`src/rtl/phase_sequencer.sv`:
```
// rtl/phase_sequencer.sv - multi-cycle phase sequencer for the MIPS control unit
//
// Purpose: owns the one-hot phase vector consumed by the control unit and
// decides per instruction which phases run and when to stall on memory or
// multiply/divide. Detects illegal encodings, overflow and handshake
// timeouts (sticky halt) and keeps retired-instruction / active-cycle counts.
//
// Ports:
//   clk        in   rising-edge clock
//   reset      in   asynchronous active-low reset
//   run        in   enable, sampled in IDLE and at instruction boundaries
//   op         in   [5:0] IR opcode (valid from P1)
//   irfunc     in   [5:0] IR funct field
//   regimm     in   [4:0] IR rt field
//   mem_ready  in   memory completion (honoured in P0 and LOAD/STORE P3)
//   mdu_done   in   multiply/divide result ready
//   error      in   ALU overflow flag (honoured in P4)
//   p          out  [4:0] one-hot phase, 0 in IDLE/HALT
//   mem_req    out  memory request
//   mdu_start  out  one-cycle MDU start pulse
//   halted     out  sticky halt indicator
//   halt_code  out  [1:0] 01 illegal, 10 overflow, 11 timeout
//   retired    out  [CNT_W-1:0] completed-instruction count
//   cycles     out  [CNT_W-1:0] count of P0-P4 cycles

module phase_sequencer #(
    parameter int CNT_W   = 32,
    parameter int TIMEOUT = 64
) (
    input  logic             clk,
    input  logic             reset,
    input  logic             run,
    input  logic [5:0]       op,
    input  logic [5:0]       irfunc,
    input  logic [4:0]       regimm,
    input  logic             mem_ready,
    input  logic             mdu_done,
    input  logic             error,
    output logic [4:0]       p,
    output logic             mem_req,
    output logic             mdu_start,
    output logic             halted,
    output logic [1:0]       halt_code,
    output logic [CNT_W-1:0] retired,
    output logic [CNT_W-1:0] cycles
);

    localparam int WAIT_W = $clog2(TIMEOUT + 1);

    typedef enum logic [2:0] {
        S_IDLE, S_P0, S_P1, S_P2, S_P3, S_P4, S_HALT
    } state_t;

    typedef enum logic [2:0] {
        C_BRANCH, C_STORE, C_LOAD, C_MULDIV, C_OTHER, C_ILLEGAL
    } cls_t;

    localparam logic [1:0] HC_ILLEGAL  = 2'b01;
    localparam logic [1:0] HC_OVERFLOW = 2'b10;
    localparam logic [1:0] HC_TIMEOUT  = 2'b11;

    state_t            r_state;
    cls_t              r_cls;
    logic [WAIT_W-1:0] r_wait;
    logic [1:0]        r_halt_code;
    logic [CNT_W-1:0]  r_retired;
    logic [CNT_W-1:0]  r_cycles;

    state_t            w_state_nxt;
    state_t            w_boundary;
    cls_t              w_cls;
    cls_t              w_cls_nxt;
    logic [WAIT_W-1:0] w_wait_nxt;
    logic [1:0]        w_halt_code_nxt;
    logic              w_retire;
    logic              w_stall;
    logic              w_done;
    logic              w_active;

    // Instruction decode, only consumed while in P1.
    always_comb begin
        w_cls = C_ILLEGAL;
        case (op)
            6'h00: begin
                case (irfunc)
                    6'h18, 6'h19, 6'h1A, 6'h1B:
                        w_cls = C_MULDIV;
                    6'h00, 6'h02, 6'h03, 6'h06, 6'h07, 6'h08, 6'h09,
                    6'h10, 6'h11, 6'h12, 6'h13,
                    6'h20, 6'h22, 6'h23, 6'h24, 6'h25, 6'h26, 6'h27,
                    6'h2A, 6'h2B:
                        w_cls = C_OTHER;
                    default:
                        w_cls = C_ILLEGAL;
                endcase
            end
            6'h01:                       w_cls = (regimm == 5'h00 || regimm == 5'h01) ? C_BRANCH : C_ILLEGAL;
            6'h04, 6'h05, 6'h06, 6'h07:  w_cls = C_BRANCH;
            6'h02, 6'h03, 6'h09,
            6'h0A, 6'h0B, 6'h0C, 6'h0D,
            6'h0E, 6'h0F:                w_cls = C_OTHER;
            6'h20, 6'h21, 6'h23,
            6'h24, 6'h25:                w_cls = C_LOAD;
            6'h28, 6'h29, 6'h2B:         w_cls = C_STORE;
            default:                     w_cls = C_ILLEGAL;
        endcase
    end

    always_comb begin
        w_state_nxt     = r_state;
        w_cls_nxt       = r_cls;
        w_halt_code_nxt = r_halt_code;
        w_retire        = 1'b0;
        w_stall         = 1'b0;
        w_done          = 1'b0;
        w_boundary      = run ? S_P0 : S_IDLE;

        case (r_state)
            S_IDLE: begin
                if (run) w_state_nxt = S_P0;
            end
            S_P0: begin
                w_stall = 1'b1;
                w_done  = mem_ready;
                if (mem_ready) w_state_nxt = S_P1;
            end
            S_P1: begin
                w_cls_nxt = w_cls;
                if (w_cls == C_ILLEGAL) begin
                    w_state_nxt     = S_HALT;
                    w_halt_code_nxt = HC_ILLEGAL;
                end else begin
                    w_state_nxt = S_P2;
                end
            end
            S_P2: begin
                if (r_cls == C_MULDIV) begin
                    // r_wait is 0 only in the start-pulse cycle, so a done
                    // seen there belongs to a previous operation.
                    w_stall = 1'b1;
                    w_done  = mdu_done && (r_wait != '0);
                    if (w_done) w_state_nxt = S_P4;
                end else if (r_cls == C_BRANCH) begin
                    w_retire    = 1'b1;
                    w_state_nxt = w_boundary;
                end else if (r_cls == C_LOAD || r_cls == C_STORE) begin
                    w_state_nxt = S_P3;
                end else begin
                    w_state_nxt = S_P4;
                end
            end
            S_P3: begin
                w_stall = 1'b1;
                w_done  = mem_ready;
                if (mem_ready) begin
                    if (r_cls == C_STORE) begin
                        w_retire    = 1'b1;
                        w_state_nxt = w_boundary;
                    end else begin
                        w_state_nxt = S_P4;
                    end
                end
            end
            S_P4: begin
                if (error) begin
                    w_state_nxt     = S_HALT;
                    w_halt_code_nxt = HC_OVERFLOW;
                end else begin
                    w_retire    = 1'b1;
                    w_state_nxt = w_boundary;
                end
            end
            S_HALT: begin
                w_state_nxt = S_HALT;
            end
            default: begin
                w_state_nxt = S_IDLE;
            end
        endcase

        // Completion in the last allowed cycle beats the timeout.
        if (w_stall && !w_done && r_wait == WAIT_W'(TIMEOUT - 1)) begin
            w_state_nxt     = S_HALT;
            w_halt_code_nxt = HC_TIMEOUT;
        end
    end

    always_comb begin
        if (w_state_nxt != r_state) w_wait_nxt = '0;
        else if (w_stall)           w_wait_nxt = r_wait + WAIT_W'(1);
        else                        w_wait_nxt = r_wait;
    end

    assign w_active = (r_state == S_P0) || (r_state == S_P1) || (r_state == S_P2) ||
                      (r_state == S_P3) || (r_state == S_P4);

    always_ff @(posedge clk or negedge reset) begin
        if (!reset) begin
            r_state     <= S_IDLE;
            r_cls       <= C_OTHER;
            r_wait      <= '0;
            r_halt_code <= 2'b00;
            r_retired   <= '0;
            r_cycles    <= '0;
        end else begin
            r_state     <= w_state_nxt;
            r_cls       <= w_cls_nxt;
            r_wait      <= w_wait_nxt;
            r_halt_code <= w_halt_code_nxt;
            if (w_retire) r_retired <= r_retired + CNT_W'(1);
            if (w_active) r_cycles  <= r_cycles + CNT_W'(1);
        end
    end

    always_comb begin
        p = 5'b00000;
        case (r_state)
            S_P0:    p = 5'b00001;
            S_P1:    p = 5'b00010;
            S_P2:    p = 5'b00100;
            S_P3:    p = 5'b01000;
            S_P4:    p = 5'b10000;
            default: p = 5'b00000;
        endcase
    end

    assign mem_req   = (r_state == S_P0) || (r_state == S_P3);
    assign mdu_start = (r_state == S_P2) && (r_cls == C_MULDIV) && (r_wait == '0);
    assign halted    = (r_state == S_HALT);
    assign halt_code = r_halt_code;
    assign retired   = r_retired;
    assign cycles    = r_cycles;

endmodule

```
`config.mk`:
```
export PLATFORM = sky130hd
export DESIGN_NAME = phase_sequencer
export DESIGN_NICKNAME = d
export VERILOG_FILES = /design/src/rtl/phase_sequencer.sv
export SDC_FILE = /design/constraint.sdc
export NUM_CORES = 1
export LEC_CHECK = 0
export BUFFER_PORTS_ARGS = -buffer_cell sky130_fd_sc_hd__buf_2
export CORE_MARGIN = 4
export CORE_UTILIZATION = 56
export CTS_BUF_LIST = sky130_fd_sc_hd__clkbuf_4
export CTS_CLUSTER_SIZE = 8
export DETAILED_ROUTE_END_ITERATION = 12
export GPL_TIMING_DRIVEN = 0
export HOLD_SLACK_MARGIN = 0.05
export PLACE_DENSITY = 0.83
export REMOVE_ABC_BUFFERS = 1
export SLEW_MARGIN = 20
export SYNTH_ARGS = -nofsm -noshare
export SYNTH_HDL_FRONTEND = slang
export SYNTH_SLANG_ARGS = --single-unit
```
`constraint.sdc`:
```
create_clock -name clk -period 3.3 [get_ports clk]
set_input_delay 0.66 -clock clk [delete_from_list [all_inputs] [get_ports clk]]
set_output_delay 0.66 -clock clk [all_outputs]
set_load 0.01 [all_outputs]
```
Word level (Yosys, flattened, before mapping)
Memories as Yosys holds them, arrays and structs flattened.
Index checks and enable logic that the tools add are counted.
{"block": "word_totals", "in_bits": 23, "latch_bits": 0, "mem_count": 1, "mem_bits_rw": 0, "out_inout_bits": 74, "elab_cells": 106, "regBits": 79, "romBits": 192}
{"block": "classes", "addsub": 3, "bitwise": 0, "reduce_logical": 27, "div": 0, "muxes": 32, "shifts": 0, "n_lt_le_gt_ge": 0, "n_eq_ne": 37, "multipliers": 0}
{"name": "(no name shown)", "words": 64, "width": 3, "rd": 1, "rd_clocked_by_memory_dff": 0, "write_ports": 0, "line_no": "85", "text": "case (irfunc)"}
{"cell": "32-bit by 1-bit adder with 32-bit output (second input constant)", "n": 2}
{"cell": "6-bit equality test (second input constant)", "n": 8}
{"cell": "6-bit by 4-bit equality test with 1-bit output (second input constant)", "n": 7}
{"cell": "3-bit 2-to-1 mux", "n": 11}
{"cell": "5-bit one-hot mux with 5 select lines", "n": 1}
{"cell": "6-bit by 3-bit equality test with 1-bit output (second input constant)", "n": 4}
{"cell": "3-bit one-hot mux with 7 select lines", "n": 1}
{"cell": "3-bit one-hot mux with 6 select lines", "n": 1}
{"cell": "7-bit 2-to-1 mux", "n": 2}
{"cell": "3-bit by 2-bit equality test with 1-bit output (second input constant)", "n": 4}
{"cell": "3-bit equality test (second input constant)", "n": 4}
{"cell": "6-bit by 2-bit equality test with 1-bit output (second input constant)", "n": 2}
{"cell": "1-bit 2-to-1 mux", "n": 9}
{"cell": "9-bit OR reduction", "n": 1}
{"cell": "7-bit by 1-bit adder with 7-bit output (second input constant)", "n": 1}
{"cell": "7-bit by 6-bit equality test with 1-bit output (second input constant)", "n": 1}
{"cell": "7-bit logical NOT", "n": 1}
{"cell": "1-bit logical OR", "n": 7}
{"cell": "7-bit nonzero test", "n": 1}
{"cell": "3-bit by 1-bit equality test with 1-bit output (second input constant)", "n": 2}
{"cell": "6-bit by 1-bit equality test with 1-bit output (second input constant)", "n": 1}
{"cell": "3-bit logical NOT", "n": 2}
{"cell": "6-bit logical NOT", "n": 1}
{"cell": "2-bit 2-to-1 mux", "n": 3}
{"cell": "16 further kinds", "n": 22}

Longest topological paths before layout
{"block": "logic_depth", "depth_word": 10, "depth_mapped": 8, "ltp_nobuf": 8}

Least setup slack after synthesis
OpenSTA, ideal clock, no wires.
{"block": "synth_timing", "kind": "in2reg", "from": "input op[3]", "to": "register r_wait[1]", "n_path_buf": 0, "t_required_ps": 3205, "t_arrival_ps": 2386, "cell_stages": 6, "setup_slack_ps": 819, "cell_sequence": "or4_4 > nor3_1 > a211oi_1 > or4_1 > o41a_2 > nor4b_2"}
{"block": "synth_between", "elab_chain_cells": 9, "word_cells_on_any_way": 35, "cone_classes": "eq/ne: 24; mux: 5; reduce/logical: 6"}
{"item": "from (decl)", "line_no": "33", "text": "input logic [5:0] op,"}
{"item": "6-bit by 2-bit equality test with 1-bit output (tied with other cells)", "line_no": "83", "text": "case (op)"}
{"item": "9-bit OR reduction (tied with other cells)", "line_no": "83"}
{"item": "3-bit one-hot mux with 6 select lines (*)", "line_no": "83"}
{"item": "3-bit equality test (*)", "line_no": "129", "text": "if (w_cls == C_ILLEGAL) begin"}
{"item": "3-bit 2-to-1 mux (*)", "line_no": "129"}
{"item": "3-bit one-hot mux with 7 select lines (*)", "line_no": "118", "text": "case (r_state)"}
{"item": "3-bit 2-to-1 mux (*)", "line_no": "182", "text": "if (w_stall && !w_done && r_wait == WAIT_W'(TIMEOUT - 1)) begin"}
{"item": "3-bit inequality test (*)", "line_no": "189", "text": "if (w_state_nxt != r_state) w_wait_nxt = '0;"}
{"item": "7-bit 2-to-1 mux or 2-bit nonzero test (tied branches)"}
{"item": "to (signal assigned)", "line_no": "208", "text": "r_wait <= w_wait_nxt;"}
{"item": "to (decl)", "line_no": "64", "text": "logic [WAIT_W-1:0] r_wait;"}
Every way passes the cells marked *; elsewhere a longest branch is shown, timed or not.
A chain may end at the register's enable or synchronous reset.

Worst setup path in the final report
{"block": "layout_timing", "from": "register r_state[2]", "to": "register r_wait[5]"}
{"block": "layout_between", "elab_chain_cells": 9, "word_cells_on_any_way": 23, "cone_classes": "eq/ne: 7; mux: 10; reduce/logical: 6"}
{"item": "from (decl)", "line_no": "62", "text": "state_t r_state;"}
{"item": "from (signal assigned)", "line_no": "206", "text": "r_state <= w_state_nxt;"}
{"item": "3-bit by 1-bit equality test with 1-bit output or 3-bit equality test (tied branches)", "line_no": "118"}
{"item": "2-bit OR reduction (no source line)"}
{"item": "1-bit one-hot mux with 2 select lines", "line_no": "118"}
{"item": "1-bit logical NOT", "line_no": "182"}
{"item": "1-bit logical AND (2 in series)", "line_no": "182"}
{"item": "3-bit 2-to-1 mux", "line_no": "182"}
{"item": "3-bit inequality test", "line_no": "189"}
{"item": "7-bit 2-to-1 mux or 2-bit nonzero test (tied branches)"}
Several ways; a longest one is shown, not always the timed one.

==> results.toml <==
[routing]
viasPerCell = 5.65
drt_first_iter_violations = 113
drt_pre_antenna_iters = 4
vias = 3420
drc = 0
postRouteAntennaNets = 0
drt_wl_total_mm = 9.09
wire_per_inst_um = 15.0

[setup_path]
required_ps = 3590
crit_end = "r_wait[5]"
cp_num_buf_inv = 0
r2r-end = "r_wait[5]"
setup.worst_path.class = "register to register"
critPathSlowestCell = "o32ai_2"
cp-start-kind = "register"
crit_fanout = 15
reg2regPathDepth = 6
path_cells = "nand2b_1, o32ai_2, and4_1, o21ai_0, o21ai_1, nor3_1"
crit-reg2reg-launch = "r_state[2]"
r2r_setup_slack_ps = 440
end_kind = "register"
crit_family = "compound AO/OA/AOI/OAI gates"
cp.depth = 6
slowest_delay_ps = 630
worstPathArrival_ps = 3150
setup.worst_path.start = "r_state[2]"

[global_routing]
grtUsageMet3 = 0.0547
gr-usage-met1 = 0.279
top_usage_layer = "met2"
grt_max_degree = 42
antenna_found_initial = 0
grt_overflow = 0
grtUsageTotal = 0.225
grt_pass1_vias = 3456
grt_first_pass_wirelength_mm = 15.8
grtUsageMet2 = 0.380

[timing]
finalCritPeriodShare = 0.867
tightestPinTransition_ps = 652
finalCriticalPeriod_ps = 2860
final_hold_viol_count = 0
fin_setup_tns_ps = 0
rsz0062_at_grt = "false"
fmax_mhz = 349
fin_skew_ps = 13.9
slew_violations = 0
max_slew_margin = 0.565
setup_viol = 0

[power_and_ir_drop]
ir_worst_vdd_mv = 0.323
p_leak_nw = 2.37
p_per_area_nw_per_um2 = 562

[cells_and_area]
final_common_cell = "buf_2"
drive_above_1_share = 0.257
final_cell_mix = "94 x buf_2, 77 x dfrtp_1, 50 x xnor2_1"
syn2layout_area_growth_pct = 17.7
fin_cells = 605
final_nets = 531
diodes = 0
utilization = 0.695

[yosys]
synth_edf_count = 0
synth-seq-cells = 79
synthCells = 402
synth_area_per_cell_um2 = 10.2
async_reset_ff_frac = 1.00
ys_types = 58
yosys_warnings = 0
synth_ff_type = "dfrtp_1"
yosysSeqAreaShare = 0.482
syn_area_um2 = 4100

[cts]
clkTransAtPathRegs_ps = 130
post-cts-setup-buffers = 0
cts.sinks = 79
clk_latency_ps = 420
cts.path.max_buffers = 2
tritoncts = "yes"
clock-root-buffer = "clkbuf_4"
cts_hold_buf = 0
cts_buffers = 9
cts-htree-levels = 3
cts_resized = 0

[place]
place_hpwl_mm = 6.87
place_inst = 589
io_buffers = 95
gp_congestion = 0.919

[floorplan]
pin_count = 97
die_x_um = 93.6
die_h_um = 93.6
start_util = 0.591
die_area_um2 = 8760
coreArea_um2 = 6940
row_count = 30

[outcome]
outcome = "completed"

[flow_run]
maxCapViolCount = 0

[worst_hold_path]
hp-class = "input pin to async pin"
## logic make-up after synthesis
kind of cell | share of synthesized area
compound gates | 0.0875
flops | 0.482
mux | 0.0110
fa+ha+maj | 0.0122
xor+xnor | 0.152
simple gates | 0.238
buf+inv | 0.0177
## stage by stage
stage / setup slack [ps] / hold slack [ps] / instance area, µm² / power, mW
global route: 179 / 170 / 4830 / 2.92
detailed placement: 306 / 460 / 4690 / 2.17
global placement: 383 / 453 / 4670 / 2.12
finish: 438 / 180 / 4830 / 2.71
floorplan: 819 / 364 / 4070 / 1.85
CTS: 289 / 169 / 4830 / 2.74
## flip-flops by register name, summed over array words and instances (netlist names)
name	count
cycles	32
halt_code	2
r_cls	3
r_state	3
r_wait	7
retired	32
## power by group
| group | internal [mW] | switching, mW |
|---|---|---|
| Clock | 0.237 | 0.331 |
| Combinational | 0.380 | 0.481 |
| Sequential | 1.09 | 0.196 |
## worst register-to-register path, stage by stage, from the launching register on
cell and delay [ps]:
dfrtp_1 560, nand2b_1 290, o32ai_2 630, and4_1 390, o21ai_0 250, o21ai_1 520, nor3_1 110
## worst min path at each step
stage | from | slack, ps | end | cells after the start
6_report | reset | 180 | cycles[22] | 1
5_1_grt | reset | 170 | cycles[21] | 1
4_1_cts | reset | 170 | cycles[21] | 1
3_5_place_dp | cycles[31] | 460 | cycles[31] | 1
3_3_place_gp | cycles[31] | 450 | cycles[31] | 1
2_1_floorplan | reset | 360 | cycles[0] | 0
## per-layer routing
metal  up-vias  share of wire
met5         -              0
met4         0          0.014
met1      1653           0.42
li1       1645              -
met3        13          0.058
met2       109           0.51
## layout make-up
cell class / instances / area [µm²]
inverter: 11 / 41.3
timing repair buffer: 96 / 498
clock buffer: 10 / 75.1
clock inverter: 6 / 61.3
tap: 96 / 120
fill: 545 / 2120
sequential: 79 / 1980
multi-input combinational: 307 / 2050
## cells in the mapped netlist (all sizes together) (5+ instances only)
master,n,share of area
nor2,32,0.029
nand3,22,0.027
nand2,48,0.044
xnor2,50,0.11
a211oi,6,0.013
o21ai,11,0.013
and3,11,0.017
xor2,21,0.045
nand2b,5,0.0076
and4,10,0.021
inv,11,0.010
a21oi,7,0.0085
nor3,12,0.015
dfrtp,78,0.48
nand4,17,0.026
(Power assumes the default switching activity.)
